`src/rtl/data_mem_arbiter.sv`:
```
// Round-robin arbiter sharing one data-memory port between the CPU (port 0) and the loader (port 1).
// Grants and memory strobes are combinational; one read may be outstanding, tracked by a small FSM.
module data_mem_arbiter #(
   parameter int ADDR_W = 32,
   parameter int DATA_W = 32,
   parameter int RD_LAT = 1
) (
   input  logic              clk,
   input  logic              reset_n,
   input  logic [1:0]        req_valid,
   input  logic [1:0]        req_we,
   input  logic [ADDR_W-1:0] req_addr0,
   input  logic [ADDR_W-1:0] req_addr1,
   input  logic [DATA_W-1:0] req_wdata0,
   input  logic [DATA_W-1:0] req_wdata1,
   output logic [1:0]        gnt,
   output logic [1:0]        rvalid,
   output logic [DATA_W-1:0] rdata,
   output logic              busy,
   output logic              mem_en,
   output logic              mem_we,
   output logic [ADDR_W-1:0] mem_addr,
   output logic [DATA_W-1:0] mem_wdata,
   input  logic [DATA_W-1:0] mem_rdata
);

   typedef enum logic {IDLE, RD_WAIT} state_t;

   localparam logic [1:0] LAST_CNT = 2'(RD_LAT - 1);

   state_t     state;
   logic       rr_last;
   logic       owner;
   logic [1:0] counter;
   logic       rsp;
   logic       can_grant;

   // Response cycle doubles as the earliest point a waiting requester can be granted.
   always_comb begin
      rsp       = (state == RD_WAIT) && (counter == LAST_CNT);
      can_grant = reset_n && ((state == IDLE) || rsp);
      gnt       = 2'b00;
      if (can_grant) begin
         case (req_valid)
            2'b01:   gnt = 2'b01;
            2'b10:   gnt = 2'b10;
            2'b11:   gnt = rr_last ? 2'b01 : 2'b10;
            default: gnt = 2'b00;
         endcase
      end
   end

   always_comb begin
      mem_en    = |gnt;
      mem_we    = 1'b0;
      mem_addr  = '0;
      mem_wdata = '0;
      if (gnt[0]) begin
         mem_we    = req_we[0];
         mem_addr  = req_addr0;
         mem_wdata = req_wdata0;
      end else if (gnt[1]) begin
         mem_we    = req_we[1];
         mem_addr  = req_addr1;
         mem_wdata = req_wdata1;
      end
   end

   always_comb begin
      rvalid = 2'b00;
      rdata  = '0;
      if (rsp) begin
         rvalid = owner ? 2'b10 : 2'b01;
         rdata  = mem_rdata;
      end
   end

   assign busy = (state == RD_WAIT);

   always_ff @(posedge clk or negedge reset_n) begin
      if (!reset_n) begin
         state   <= IDLE;
         rr_last <= 1'b1;
         owner   <= 1'b0;
         counter <= 2'd0;
      end else begin
         if (|gnt) begin
            rr_last <= gnt[1];
            counter <= 2'd0;
            if (!mem_we) begin
               state <= RD_WAIT;
               owner <= gnt[1];
            end else begin
               state <= IDLE;
            end
         end else if (state == RD_WAIT) begin
            if (rsp) begin
               state   <= IDLE;
               counter <= 2'd0;
            end else begin
               counter <= counter + 2'd1;
            end
         end
      end
   end

endmodule

```
`config.mk`:
```
export PLATFORM = sky130hd
export DESIGN_NAME = data_mem_arbiter
export DESIGN_NICKNAME = d
export VERILOG_FILES = /design/src/rtl/data_mem_arbiter.sv
export SDC_FILE = /design/constraint.sdc
export NUM_CORES = 1
export LEC_CHECK = 0
export BUFFER_PORTS_ARGS = -buffer_cell sky130_fd_sc_hd__buf_2
export CORE_AREA = 2 2 103 105
export DETAILED_ROUTE_END_ITERATION = 7
export DIE_AREA = 0 0 105 107
export PLACE_DENSITY = 0.5
export SLEW_MARGIN = 20
export SYNTH_ARGS = -nofsm -noshare
export SYNTH_HDL_FRONTEND = slang
export SYNTH_SLANG_ARGS = --single-unit
```
`constraint.sdc`:
```
create_clock -name clk -period 2.25 [get_ports clk]
set_input_delay 0.225 -clock clk [delete_from_list [all_inputs] [get_ports clk]]
set_output_delay 0.225 -clock clk [all_outputs]
set_load 0.005 [all_outputs]
```
==> impl_results.md <==
* Post-synthesis cell count at 149
* Worst EP required at 2.03 ns
* Starting DRC count in detailed routing at 121
* H-tree level count at 1
* Pint at 539 uW
* RSZ-0062 raised after global routing: false
* Synthesized cell area at 0.00119 mm2
* Layout area overhead at 130%
* Net total in the final layout at 576
* P per Cell Area at 303 mW/mm2
* Num ports at 269
* Power share of the clock group at 0.198
* Latest clock arrival within the worst-skew pair at 0.22 ns
* Flop pwr share at 0.137
* Fillers at 1130
* FMAX at 471 MHz
* Kind of critical path: flip-flop to output pin
* TritonRoute pass-1 iters at 4
* Buf/Inv on CP at 3
* Post-CTS Setup Inserts at 0
* Vias in the first global route at 2238
* Ratio of cells with drive above 1 in the final layout at 0.691
* Ys Warns at 0
* # setup viols final at 0
* Worst vdd rail ir drop at 130 uV
* Critical path's slowest cell: dfstp_2
* Switch share at 0.350
* Crit path max fanout at 32
* Minimum clock period after layout at 2.12 ns
* Yosys reg bits at 5
* Total CTS buffers at 3
* R2r worst-path depth at 6
* Syn_area_per_cell at 7.96 um2
* Slew Limit Fails at 0
* Drt total wl at 7340 um
* R2r setup slk at 0.71 ns
* Post-Route Skew at 0.000252 ns
* Arr. time, crit path at 1.90 ns
* Yosys cell types at 23
* Clock root buffer: clkbuf_8
* Sequential element share of the synthesized area at 0.107
* Period utilization at 0.944
* HPWL Detailed at 6270 um
* IO buf count at 268
* Most frequent cells in the layout: buf_2, a22o_1, and3_1, inv_1
* Combinational power share at 0.665
* Post-route ant nets at 0
* Final core occ at 0.271
* Largest delay share family, worst path: compound AO/OA/AOI/OAI gates
* Leading cell type in the layout, fill and taps excluded: buf_2
* Startpoint types: flip-flop
* # Max-Cap Violations at 0
* Fin. Hold Viols at 0
* Final Wtd Congestion at 0.845
* CP max stage delay at 0.53 ns
* Clk slew on worst S/H paths at 0.03 ns
* Stages on worst setup path at 5
* Leak at 0.00180 uW
* Crit path capture type: output pin
* Worst rel slew slack at 0.733
* Routed len/inst at 13.5 um
* Outcome: completed
* Net Sw Power at 289 uW
* Post-route setup TNS at 0 ns
* CTS tree: built
* Row cnt at 37
* Clk buf depth at 2
* Core area at 0.0101 mm2
* Total number of vias at 2326
* Initial antenna violation count at 1
* Final non-filler cell area at 0.00273 mm2
* DP Area at 0.00266 mm2
* Grt ovf at 0
* HP Class: primary input to flip-flop
* Worst-Margin Slew at 0.401 ns
* DIE HEIGHT at 107 um
* GR Util All Layers at 0.117
* Cell depth of the worst hold path at 3
* Die area at 0.0112 mm2
* CP cell instances: inv_1, a2111oi_4, buf_8, a22o_1, buf_2
* DRC viols at 0
* Via/cell ratio at 4.27
* CTS Sinks at 5
* First-pass GRT wire length at 10800 um
* Largest net degree at the start of global routing at 38
* Die X at 105 um
* Initial core utilization at 0.118
* Syn Nets at 316
## cell usage after synthesis (all sizes together)
cell	count	area (um2)
buf	13	75.1
dfrtp	4	100
dfstp	1	26.3
and3	33	206
a311o	1	10.0
a2111oi	1	27.5
a2bb2oi	1	8.76
a21oi	2	10.0
nor4	1	6.26
o21bai	1	7.51
nor3	2	15.0
a21bo	1	10.0
nand2	2	7.51
clkbuf	8	30.0
nand2b	1	6.26
mux2i	1	10.0
ha	1	12.5
inv	6	22.5
nor2	3	11.3
a22o	65	569
nor2b	1	13.8
## kinds of logic (layout without fill, tap and decap cells)
kind of cell,Yosys count,after routing,synth area share
other cells,0,1,0
simple gates,43,43,0.225
buf+inv,27,286,0.108
flops,5,5,0.107
fa+ha+maj,1,1,0.0105
mux,1,1,0.00844
compound gates,72,72,0.542
## worst paths after layout
kind                            start           end
max in group asynchronous     reset_n    counter[0]
min in group asynchronous     reset_n          busy
setup reg to reg           counter[0]       rr_last
setup / recovery              rr_last  mem_addr[22]
hold / removal              req_we[0]         owner
hold reg to reg            counter[1]    counter[1]
## stage by stage
step	hold slack, ns	worst slack (ns)	cells	total power (uW)
floorplan	-0.0706	0.482	149	348
global placement	0.0600	0.265	538	660
detailed placement	0.0661	0.241	538	665
CTS	0.317	0.0800	544	841
global route	0.322	0.00152	545	901
finish	0.305	0.125	545	828
## routing by layer
layer	routed length, um	vias up	GRT usage
met1	2690	1036	0.130
met4	106	0	0.0314
met5	0	-	0
met3	707	6	0.0261
li1	-	1120	-
met2	3830	164	0.224
## layout make-up
class | count | area [um2] | area share
diodes | 1 | 2.50 | 0.000916
clock buffers | 4 | 45.0 | 0.0165
inverters | 6 | 22.5 | 0.00825
multi-input cells | 117 | 938 | 0.344
flip-flops and latches | 5 | 126 | 0.0463
well taps | 136 | 170 | 0.0623
repair buffers | 276 | 1430 | 0.522
## worst reg2reg max path, stage by stage (launching register included)
cell and delay (ns):
dfrtp_1 0.37, inv_1 0.07, ha_1 0.21, nor2b_4 0.09, nor3_4 0.19, buf_4 0.36, o21bai_1 0.18
## state kept, by name (all words and copies together) (netlist names)
name	count
rr_last	1
owner	1
busy	1
counter	2
## timing repair
action	CTS	global route
gates resized for setup	1	1
hold endpoints to repair	4	0
setup endpoints to repair	1	1
hold buffers	2	0
## power groups by stage
stage                     Sequential (uW)  Clock, uW  Combinational [uW]
final                                 114        164                 550
after global routing                  114        180                 607
after CTS                             113        170                 557
after detailed placement              114          0                 551
after global placement                114          0                 547
after floorplan                       110          0                 238
No activity file was read; power rests on OpenSTA's default activity.
